==> src/rtl/sync_fifo_level.sv <==
// Single-clock FIFO with occupancy output, registered almost-full/almost-empty thresholds,
// optional first-word-fall-through read port and sticky overflow/underflow flags.
module sync_fifo_level #(
    parameter int DATA_WIDTH = 8,
    parameter int SIZE_LOG2  = 5,
    parameter int FWFT       = 0,
    parameter int AF_THRESH  = 28,
    parameter int AE_THRESH  = 4
) (
    input  logic                  clk,
    input  logic                  rst,
    input  logic                  p_write_en,
    input  logic [DATA_WIDTH-1:0] p_write_data,
    output logic                  p_write_full,
    output logic                  p_write_almost_full,
    input  logic                  p_read_en,
    output logic [DATA_WIDTH-1:0] p_read_data,
    output logic                  p_read_valid,
    output logic                  p_read_empty,
    output logic                  p_read_almost_empty,
    output logic [SIZE_LOG2:0]    p_level,
    output logic                  p_overflow,
    output logic                  p_underflow
);

    localparam int DEPTH = 2 ** SIZE_LOG2;
    localparam int PW    = SIZE_LOG2 + 1;
    localparam logic [PW-1:0] DEPTH_L = PW'(DEPTH);
    localparam logic [PW-1:0] AF_L    = PW'(AF_THRESH);
    localparam logic [PW-1:0] AE_L    = PW'(AE_THRESH);

    if ((AF_THRESH < 1) || (AF_THRESH > DEPTH)) begin : g_bad_af
        $error("sync_fifo_level: AF_THRESH out of range 1..DEPTH");
    end
    if ((AE_THRESH < 0) || (AE_THRESH > DEPTH - 1)) begin : g_bad_ae
        $error("sync_fifo_level: AE_THRESH out of range 0..DEPTH-1");
    end

    logic [DATA_WIDTH-1:0] mem_r [DEPTH];
    logic [PW-1:0]         wptr_r;
    logic [PW-1:0]         rptr_r;
    logic [PW-1:0]         level_r;
    logic [PW-1:0]         level_next_s;
    logic                  full_r;
    logic                  empty_r;
    logic                  af_r;
    logic                  ae_r;
    logic                  ovf_r;
    logic                  unf_r;
    logic                  wr_acc_s;
    logic                  rd_acc_s;

    // Request acceptance and next occupancy; flags below are registered from level_next_s
    always_comb begin
        wr_acc_s     = p_write_en && !full_r;
        rd_acc_s     = p_read_en && !empty_r;
        level_next_s = level_r;
        case ({wr_acc_s, rd_acc_s})
            2'b10:   level_next_s = level_r + PW'(1);
            2'b01:   level_next_s = level_r - PW'(1);
            default: level_next_s = level_r;
        endcase
    end

    // Storage array; not cleared by reset, writes suppressed while reset is asserted
    always_ff @(posedge clk) begin
        if (wr_acc_s && !rst) begin
            mem_r[wptr_r[SIZE_LOG2-1:0]] <= p_write_data;
        end
    end

    // Pointers, level, threshold flags and sticky error flags
    always_ff @(posedge clk) begin
        if (rst) begin
            wptr_r  <= {PW{1'b0}};
            rptr_r  <= {PW{1'b0}};
            level_r <= {PW{1'b0}};
            full_r  <= 1'b0;
            empty_r <= 1'b1;
            af_r    <= 1'b0;
            ae_r    <= 1'b1;
            ovf_r   <= 1'b0;
            unf_r   <= 1'b0;
        end else begin
            if (wr_acc_s) wptr_r <= wptr_r + PW'(1);
            if (rd_acc_s) rptr_r <= rptr_r + PW'(1);
            level_r <= level_next_s;
            full_r  <= (level_next_s == DEPTH_L);
            empty_r <= (level_next_s == {PW{1'b0}});
            af_r    <= (level_next_s >= AF_L);
            ae_r    <= (level_next_s <= AE_L);
            if (p_write_en && full_r) ovf_r <= 1'b1;
            if (p_read_en && empty_r) unf_r <= 1'b1;
        end
    end

    if (FWFT != 0) begin : g_fwft
        // Head word shown directly; forced to zero while empty so reset presents zero data
        assign p_read_data  = empty_r ? {DATA_WIDTH{1'b0}} : mem_r[rptr_r[SIZE_LOG2-1:0]];
        assign p_read_valid = !empty_r;
    end else begin : g_reg
        logic [DATA_WIDTH-1:0] rdata_r;
        logic                  rvalid_r;

        // Registered read port: data one cycle after an accepted read, held otherwise
        always_ff @(posedge clk) begin
            if (rst) begin
                rdata_r  <= {DATA_WIDTH{1'b0}};
                rvalid_r <= 1'b0;
            end else begin
                rvalid_r <= rd_acc_s;
                if (rd_acc_s) rdata_r <= mem_r[rptr_r[SIZE_LOG2-1:0]];
            end
        end

        assign p_read_data  = rdata_r;
        assign p_read_valid = rvalid_r;
    end

    assign p_write_full        = full_r;
    assign p_write_almost_full = af_r;
    assign p_read_empty        = empty_r;
    assign p_read_almost_empty = ae_r;
    assign p_level             = level_r;
    assign p_overflow          = ovf_r;
    assign p_underflow         = unf_r;

endmodule
==> config.mk <==
export PLATFORM = sky130hd
export DESIGN_NAME = sync_fifo_level
export DESIGN_NICKNAME = d
export VERILOG_FILES = /design/src/rtl/sync_fifo_level.sv
export SDC_FILE = /design/constraint.sdc
export NUM_CORES = 1
export LEC_CHECK = 0
export ABC_AREA = 1
export BUFFER_PORTS_ARGS = -buffer_cell sky130_fd_sc_hd__buf_2
export CAP_MARGIN = 20
export CORE_AREA = 4 4 166 168
export CTS_CLUSTER_SIZE = 25
export DETAILED_ROUTE_END_ITERATION = 8
export DIE_AREA = 0 0 170 172
export SYNTH_ARGS = -nofsm -noshare
export SYNTH_HDL_FRONTEND = slang
export SYNTH_SLANG_ARGS = --single-unit
==> constraint.sdc <==
create_clock -name clk -period 3.7 [get_ports clk]
set_input_delay 0.185 -clock clk [delete_from_list [all_inputs] [get_ports clk]]
set_output_delay 0.185 -clock clk [all_outputs]
set_load 0.02 [all_outputs]
; Yosys cells after proc, flatten, opt, wreduce, memory -nomap -nowiden
; Memories as Yosys holds them, arrays and structs flattened. A register that Yosys moved wholly into a read port is not among the register bits.
; Index checks and enable logic that the tools add are counted.
[totals]
n_memories = 1
elab_cells = 32
out_inout_bits = 21
ram_bits = 256
ff_bits = 25
[memory_table]
columns = memory, words, width, read_ports, rd_ports_with_merged_regs, wr, line
row1 = mem_r, 32, 8, 1, 1, 1, 39  ; logic [DATA_WIDTH-1:0] mem_r [DEPTH];
[op_classes]
mux = 3
n_lt_le_gt_ge = 2
n_eq_ne = 3
n_addsub = 4
n_reduce_logical = 9
[op_table]
columns = cell, n
row1 = "adder 6 x 1 -> 6 bit, second input constant", 3
row2 = one-hot mux 6 bit (2 select lines), 1
row3 = "equality test 6 bit, second input constant", 1
row4 = ">= comparator 6 x 5 -> 1 bit, second input constant", 1
row5 = "less-or-equal comparator 6 x 3 -> 1 bit, second input constant", 1
row6 = logical NOT 6 bit, 1
row7 = "subtractor 6 x 1 -> 6 bit, second input constant", 1
row8 = logical AND 1 bit, 5
row9 = logical NOT 1 bit, 3
row10 = "equality test 2 x 1 -> 1 bit, second input constant", 1
row11 = "equality test 2 bit, second input constant", 1
row12 = 2-to-1 mux 1 bit, 2

; Logic depth before layout (Yosys ltp)
; Gate-level depths: netlist of the first run.
[depth]
word_depth = 5
mapped_depth = 15

; Worst setup path before layout of the first run
; No wires, ideal clock.
[synth_path]
kind = register to register
startpoint = register empty_r, in the netlist p_read_empty
endpoint = register empty_r, in the netlist p_read_empty
slack_ps = 1748
arrival_time_ps = 1882
stages_incl_launch_ff = 15
setup_time_ps = 70
path_cell_list = dfxtp_1 -> nor2_8 -> buf_2 -> ha_1 -> nand2_1 -> inv_1 -> nor2_1 -> inv_1 -> nand3_1 -> nand2_1 -> nand2_1 -> nand3_1 -> nand2_2 -> nand3_1 -> a21oi_1
[synth_between]
elab_chain_cells = 5
elab_cells_between_ends = 6
[synth_rtl]
columns = item, line
row1 = "start, declared", 45  ; logic empty_r;
row2 = "start signal, assigned", 89  ; empty_r <= (level_next_s == {PW{1'b0}});
row3 = logical NOT 1 bit *, 56  ; rd_acc_s = p_read_en && !empty_r;
row4 = logical AND 1 bit *, 56
row5 = equality test 2 x 1 -> 1 bit or equality test 2 bit (tied branches), 58  ; case ({wr_acc_s, rd_acc_s})
row6 = one-hot mux 6 bit (2 select lines) *, 58
row7 = logical NOT 6 bit *, 89
; Every way passes the cells marked *; elsewhere a longest branch is shown, timed or not.
; A chain may end at the register's enable or synchronous reset.

==> flow_metrics.env, run 1 <==
export IMPL_status="finished, final reports clean"
export IMPL_cts_buffers=29
export IMPL_drc=0
export IMPL_power_leakage_nw=4.33
export IMPL_fin_cells=1356
export IMPL_synth_simple_area_share=0.127
export IMPL_end_kind="register"
export IMPL_p_switching_mw=2.12
export IMPL_io_buffers=32
export IMPL_vias_per_cell=5.57
export IMPL_first_iter_violations=745
export IMPL_rr_startpoint="rptr_r[0]$_SDFFE_PP0P_"
export IMPL_pre_cts_ws_ps=1320
export IMPL_synth_compound_area_share=0.113
export IMPL_syn_to_final_growth_pct=10.9
export IMPL_grt_pass1_vias=7288
export IMPL_htree_levels=1
export IMPL_grt_usage=0.194
export IMPL_dpl_hpwl_mm=17.1
export IMPL_netlist_area_um2=11700
export IMPL_root_buffer="clkbuf_16"
export IMPL_gr_total_overflow=0
export IMPL_combinationalPowerShare=0.154
export IMPL_p_total_mw=7.64
export IMPL_yosysMostFrequentCell="edfxtp_1"
export IMPL_syn_inst=978
export IMPL_ys_seq_area_frac=0.713
export IMPL_worstPathRequired_ps=4110
export IMPL_final_nets=1016
export IMPL_synth_fa_ha_area_frac=0.00752
export IMPL_synthTopCellsByCount="256 x edfxtp_1, 205 x nor2_1, 126 x o21ai_0"
export IMPL_pwr_share_seq=0.483
export IMPL_insertion_delay_ps=540
export IMPL_max_freq_mhz=420
export IMPL_numClockSinks=287
export IMPL_grt_busiest_layer="met2"
export IMPL_period_share=0.643
export IMPL_drv_cap=0
export IMPL_core_area_um2=25900
export IMPL_finalSetupTns_ps=0
export IMPL_yosys_area_share_xor_xnor=0.00225
export IMPL_synthArstFlopShare=0
export IMPL_cp_startpoint="rptr_r[0]$_SDFFE_PP0P_"
export IMPL_netSwitchingFraction=0.278
export IMPL_die_area_um2=29200
export IMPL_gp_congestion=0.819
export IMPL_grt_util_met2=0.314
export IMPL_initial_core_util=0.450
export IMPL_maxSlewViolCount=0
export IMPL_hold_viol=0
export IMPL_synth_edf_count=256
export IMPL_ant_nets=0
export IMPL_crit_buf_inv=3
export IMPL_cp_start_kind="register"
export IMPL_rows=59
export IMPL_fin_area_um2=12900
export IMPL_antenna_found_initial=0
export IMPL_skew_ps=7.43
export IMPL_path_class="reg2reg"
export IMPL_crit_fanout=37
export IMPL_die_w_um=170
export IMPL_vias=7556
export IMPL_clkPwrFrac=0.363
export IMPL_power_density_nw_per_um2=591
export IMPL_cp_cell_sequence="clkinv_2, buf_4, buf_4, o21ai_1, o211ai_1, o211ai_1, nand2_1, nand3_1, a21oi_1"
export IMPL_cpPeakStageDelay_ps=590
export IMPL_intPower_mw=5.52
export IMPL_pin_count=33
export IMPL_synth_distinct_cells=31
export IMPL_post_route_min_period_ps=2380
export IMPL_yosys_top_cells_area="edfxtp_1 66%, nor2_1 6.6%, o21ai_0 5.4%, dfxtp_1 5.3%, nand2_1 2.6%"
export IMPL_synthesis_nets=997
export IMPL_worst_endpoint_arrival_ps=2790
export IMPL_place_inst=1299
export IMPL_cpMaxStageDelayCell="dfxtp_4"
export IMPL_synth_area_per_cell_um2=11.9
export IMPL_grt_max_degree=93
export IMPL_grtUsageMet3=0.0281
export IMPL_dr_pass1_iters=5
export IMPL_hp_class="in2reg"
export IMPL_synth_seq_cells=287
export IMPL_synth_flop_cell="edfxtp_1"
export IMPL_synth_largest_area_cell="edfxtp_1"
export IMPL_synth_top_family_by_area="simple AND/OR/NAND/NOR gates"
export IMPL_wl_per_cell_um=20.9
export IMPL_rsz0062_at_grt="no"
export IMPL_path_clk_slew_ps=60
export IMPL_setup_violations=0
export IMPL_synth_warnings=0
export IMPL_cts_tree="yes"
export IMPL_muxShareOfSynthArea=0
export IMPL_max_vdd_ir_drop_mv=0.390
export IMPL_fp_dieH_um=172
export IMPL_synth_top_area_share=0.660
export IMPL_crit_family="buffers and inverters"
export IMPL_grtUsageMet1=0.274
export IMPL_drive_above_1_share=0.110
export IMPL_post_dp_cell_area_um2=12000
export IMPL_min_from="rst"
export IMPL_slew_headroom=0.354
export IMPL_worst_slew_pin_slew_ps=969
export IMPL_setup_slack_ps=1320
export IMPL_cts_buffer_depth=3
export IMPL_drt_total_wl_mm=28.3
export IMPL_grt_pass1_wl_mm=43.7
==> repair_timing <==
action / CTS / global route
endpoints found under the hold margin: 2 / 0
hold buffers: 2 / 0
buffers inserted: 0 / 0
resized for setup: 0 / 0
==> cell usage in the layout (no fill, tap or decap), drive strengths merged <==
| cell type | count |
|---|---|
| edfxtp | 256 |
| nor2 | 206 |
| o21ai | 143 |
| nand2 | 95 |
| buf | 41 |
| nand3 | 40 |
| o22ai | 35 |
| clkbuf | 33 |
| inv | 33 |
| dfxtp | 31 |
| o211ai | 26 |
| a21oi | 25 |
| clkinv | 20 |
| nand4 | 9 |
| ha | 7 |
| o221ai | 6 |
| nor3 | 3 |
| xor2 | 2 |
| bufinv | 2 |
| clkinvlp | 2 |
| dlygate4sd3 | 2 |
| diode | 1 |
| a31oi | 1 |
| nor4 | 1 |
| xnor2 | 1 |
==> layer usage <==
layer,up-vias,wire (um)
met4,0,875
met5,-,0
met3,56,1510
met1,3726,12700
li1,3570,-
met2,204,13200
==> through the flow <==
stage	utilization	hold WS [ps]
after CTS	0.499	93.6
after floorplan	-	284
after global routing	0.499	115
after detailed placement	0.463	449
after global placement	0.463	445
final	0.499	105
==> area by class of cell <==
class / count / area [um2]
Clock buffer: 33 / 741
Antenna cell: 1 / 2.50
Timing Repair Buffer: 43 / 248
Multi-Input combinational cell: 600 / 2910
Tap cell: 335 / 419
Inverter: 36 / 136
Sequential cell: 287 / 8310
Fill cell: 2269 / 13000
Clock inverter: 21 / 158
==> kinds of logic (layout without fill, tap and decap cells) <==
family / Yosys count / in the layout
AND/OR/NAND/NOR: 354 / 354
flip-flops: 287 / 287
buffers and inverters: 91 / 133
adder cells (fa/ha/maj): 7 / 7
AO/OA/AOI/OAI: 236 / 236
other: 0 / 1
XOR/XNOR: 3 / 3
==> flip-flops by register name, indices dropped and copies added, names as in the netlist <==
name                 flops
mem_r                  256
p_read_data              8
p_level                  6
rptr_r                   5
wptr_r                   5
p_overflow               1
p_read_almost_empty      1
p_read_empty             1
p_read_valid             1
p_underflow              1
p_write_almost_full      1
p_write_full             1
==> power by group through the flow <==
| stage | registers (mW) | clock network, mW | logic [mW] |
|---|---|---|---|
| 2_1_floorplan | 3.79 | 0 | 0.778 |
| 3_3_place_gp | 3.76 | 0 | 1.17 |
| 3_5_place_dp | 3.76 | 0 | 1.18 |
| 4_1_cts | 3.69 | 2.82 | 1.18 |
| 5_1_grt | 3.70 | 2.97 | 1.32 |
| 6_report | 3.69 | 2.77 | 1.18 |
==> final timing paths <==
check                                end  slack [ps]  cells after the start
max          p_read_data[7]$_SDFFE_PP0P_        1320                      9
min                p_level[0]$_SDFF_PP0_         100                      2
max reg2reg  p_read_data[7]$_SDFFE_PP0P_        1320                      9
min reg2reg      p_overflow$_SDFFE_PP0P_         460                      2
Power figures use the tool's default switching activity.
==> inputs of run 2 (changes only) <==
--- a/config.mk
+++ b/config.mk
@@ -5,13 +5,13 @@
 export SDC_FILE = /design/constraint.sdc
 export NUM_CORES = 1
 export LEC_CHECK = 0
-export ABC_AREA = 1
+export ABC_AREA = 0
 export BUFFER_PORTS_ARGS = -buffer_cell sky130_fd_sc_hd__buf_2
 export CAP_MARGIN = 20
-export CORE_AREA = 4 4 166 168
+export CORE_AREA = 4 4 165 167
 export CTS_CLUSTER_SIZE = 25
 export DETAILED_ROUTE_END_ITERATION = 8
-export DIE_AREA = 0 0 170 172
+export DIE_AREA = 0 0 169 171
 export SYNTH_ARGS = -nofsm -noshare
 export SYNTH_HDL_FRONTEND = slang
 export SYNTH_SLANG_ARGS = --single-unit
==> constraint.sdc (replaced) <==
create_clock -name clk -period 2.5 [get_ports clk]
set_input_delay 0.125 -clock clk [delete_from_list [all_inputs] [get_ports clk]]
set_output_delay 0.125 -clock clk [all_outputs]
set_load 0.02 [all_outputs]
==> run 2 against run 1 <==
  * Via count fell by 22%
  * Sequential share of layout area down 1.4 points
  * Synthesized cell count down 38%
==> flow_metrics.env, run 2 <==
export IMPL_antennaDiodeCount=0
export IMPL_drv_cap=0
export IMPL_synth_top_area_share=0.672
export IMPL_vias=5868
export IMPL_status="finished, final reports clean"
export IMPL_max_vdd_ir_drop_mv=0.595
export IMPL_final_nets=715
export IMPL_grt_max_degree=51
export IMPL_register_area_um2=8320
export IMPL_yosysMostFrequentCell="edfxtp_1"
export IMPL_netlist_area_um2=11400
export IMPL_cts_tree="yes"
export IMPL_first_iter_violations=473
export IMPL_die_w_um=169
export IMPL_cts_buffer_depth=3
export IMPL_muxShareOfSynthArea=0.152
export IMPL_cp_cell_sequence="nand2b_4, nor2_4, xor2_1, ha_1, inv_1, o311ai_1, a21oi_2, xor2_1, o41ai_1"
export IMPL_synth_distinct_cells=53
export IMPL_htree_levels=1
export IMPL_post_route_min_period_ps=2370
export IMPL_met3WireLength_mm=1.43
export IMPL_end_kind="register"
export IMPL_multi_input_area_um2=2920
export IMPL_synth_edf_count=256
export IMPL_rsz0062_at_grt="no"
export IMPL_antenna_found_initial=0
export IMPL_synth_fa_ha_area_frac=0.00766
export IMPL_dpl_hpwl_mm=15.4
export IMPL_worst_endpoint_arrival_ps=2810
export IMPL_yosys_area_share_xor_xnor=0.0107
export IMPL_gp_congestion=0.827
export IMPL_r2r_setup_slack_ps=130
export IMPL_ys_seq_area_frac=0.726
export IMPL_fill_cells=2053
export IMPL_cp_start_kind="register"
export IMPL_layout_common_cells="256 x edfxtp_1, 72 x mux4_2, 60 x nor2_1, 53 x buf_4, 32 x buf_2"
export IMPL_numClockSinks=287
export IMPL_synthArstFlopShare=0
export IMPL_synth_top_family_by_area="multiplexers"
export IMPL_p_total_mw=10.9
export IMPL_drt_total_wl_mm=24.1
export IMPL_cp_startpoint="p_read_empty$_SDFF_PP1_"
export IMPL_path_clk_slew_ps=60
export IMPL_largest_reg_flops=256
export IMPL_met2_length_mm=11.5
export IMPL_synth_area_per_cell_um2=18.8
export IMPL_grt_usage=0.168
export IMPL_cp_endpoint="p_read_almost_empty$_SDFF_PP1_"
export IMPL_maxSlewViolCount=0
export IMPL_io_buffers=32
export IMPL_finalSetupTns_ps=0
export IMPL_reg2reg_to="p_read_almost_empty$_SDFF_PP1_"
export IMPL_synth_largest_area_cell="edfxtp_1"
export IMPL_rr_startpoint="p_read_empty$_SDFF_PP1_"
export IMPL_crit_fanout=11
export IMPL_synthesis_nets=626
export IMPL_synth_flop_cell="edfxtp_1"
export IMPL_worst_slew_pin_slew_ps=693
export IMPL_rows=59
export IMPL_worstPathRequired_ps=2940
export IMPL_power_density_nw_per_um2=828
export IMPL_core_area_um2=25800
export IMPL_yosys_top_cells_area="edfxtp_1 67%, mux4_2 14%, dfxtp_1 5.4%, nor2_1 2.0%, nand2_1 0.92%"
export IMPL_synth_compound_area_share=0.0314
export IMPL_max_freq_mhz=423
export IMPL_pin_count=33
export IMPL_hold_viol=0
export IMPL_syn_to_final_growth_pct=15.5
export IMPL_wl_met1_mm=10.7
export IMPL_fin_area_um2=13200
export IMPL_hp_class="in2reg"
export IMPL_vias_per_cell=5.57
export IMPL_initial_core_util=0.444
export IMPL_final_common_cell="edfxtp_1"
export IMPL_cpMaxStageDelayCell="o41ai_1"
export IMPL_syn_inst=607
export IMPL_period_share=0.946
export IMPL_slew_headroom=0.537
export IMPL_dr_pass1_iters=5
export IMPL_pre_cts_ws_ps=-37.3
export IMPL_cts_buffers=30
export IMPL_synth_warnings=0
export IMPL_insertion_delay_ps=550
export IMPL_r2r_worst_path_cells=9
export IMPL_synthTopCellsByCount="256 x edfxtp_1, 72 x mux4_2, 61 x nor2_1"
export IMPL_synth_seq_cells=287
export IMPL_synth_simple_area_share=0.0512
export IMPL_wl_per_cell_um=22.9
export IMPL_fp_dieH_um=171
export IMPL_grt_pass1_vias=6071
export IMPL_grt_pass1_wl_mm=37.0
export IMPL_die_area_um2=28900
export IMPL_setup_violations=0
export IMPL_skew_ps=22.2
export IMPL_drc=0
export IMPL_path_common_cell="xor2_1"
export IMPL_ant_nets=0
export IMPL_path_class="reg2reg"
export IMPL_power_leakage_nw=4.27
export IMPL_post_dp_cell_area_um2=12300
export IMPL_cpPeakStageDelay_ps=380
export IMPL_setup_slack_ps=134
export IMPL_top_layer="met4"
export IMPL_gr_total_overflow=0
export IMPL_drive_above_1_share=0.308
export IMPL_root_buffer="clkbuf_16"
## run 2: metal layers
metal	vias to the layer above	GRT usage
met1	3051	0.243
met2	176	0.269
met5	-	0
met4	0	0.0413
li1	2602	-
met3	39	0.0319
## run 2: stage by stage
stage	hold WS (ps)	instances	util
after floorplan	224	607	-
after global placement	377	994	0.476
after detailed placement	387	994	0.476
after CTS	18.7	1050	0.511
after global routing	42.1	1053	0.513
final	51.9	1053	0.513
## run 2: worst min-delay path by stage
stage               startpoint                 endpoint  slack [ps]  cells past startpoint
6_report                   rst   rptr_r[1]$_SDFFE_PP0P_          50                      3
2_1_floorplan  p_write_data[0]    mem_r[0][0]$_DFFE_PP_         220                      0
3_3_place_gp        p_write_en  p_overflow$_SDFFE_PP0P_         380                      3
3_5_place_dp        p_write_en  p_overflow$_SDFFE_PP0P_         390                      3
5_1_grt                    rst   rptr_r[1]$_SDFFE_PP0P_          40                      3
4_1_cts                    rst   rptr_r[1]$_SDFFE_PP0P_          20                      3
## run 2: where the power goes
part           leakage (nW)  switching, mW  internal, mW
logic                  1.28          0.805         0.700
clock network         0.430           1.72          2.30
registers              2.56         0.0941          5.32
total                  4.27           2.62          8.32
## run 2: logic make-up (layout without fill, tap and decap cells)
| family | Yosys count | after routing |
|---|---|---|
| flops | 287 | 287 |
| buf+inv | 41 | 152 |
| fa+ha+maj | 7 | 7 |
| compound gates | 51 | 51 |
| simple gates | 124 | 124 |
| mux | 83 | 83 |
| xor+xnor | 14 | 14 |
## run 2: final cells by class
class / instances / share of cell area
timing repair buffer: 90 / 0.0483
sequential: 287 / 0.630
multi-input combinational: 279 / 0.221
clock buffer: 39 / 0.0594
tap: 335 / 0.0317
clock inverter: 15 / 0.00814
inverter: 8 / 0.00227
## run 2: what timing repair did
item / in CTS / in global routing
endpoints found under the setup margin: 2 / 5
buffers inserted: 0 / 3
hold buffers: 2 / 0
gates resized for setup: 1 / 4
endpoints found under the hold margin: 3 / 0
## run 2: worst max-delay path, delay by kind of cell (launching register included)
| family | cells | cell delay, ps |
|---|---|---|
| compound gates | 3 | 840 |
| xor+xnor | 2 | 390 |
| simple gates | 2 | 380 |
| flops | 1 | 340 |
| fa+ha+maj | 1 | 220 |
| buf+inv | 1 | 70 |
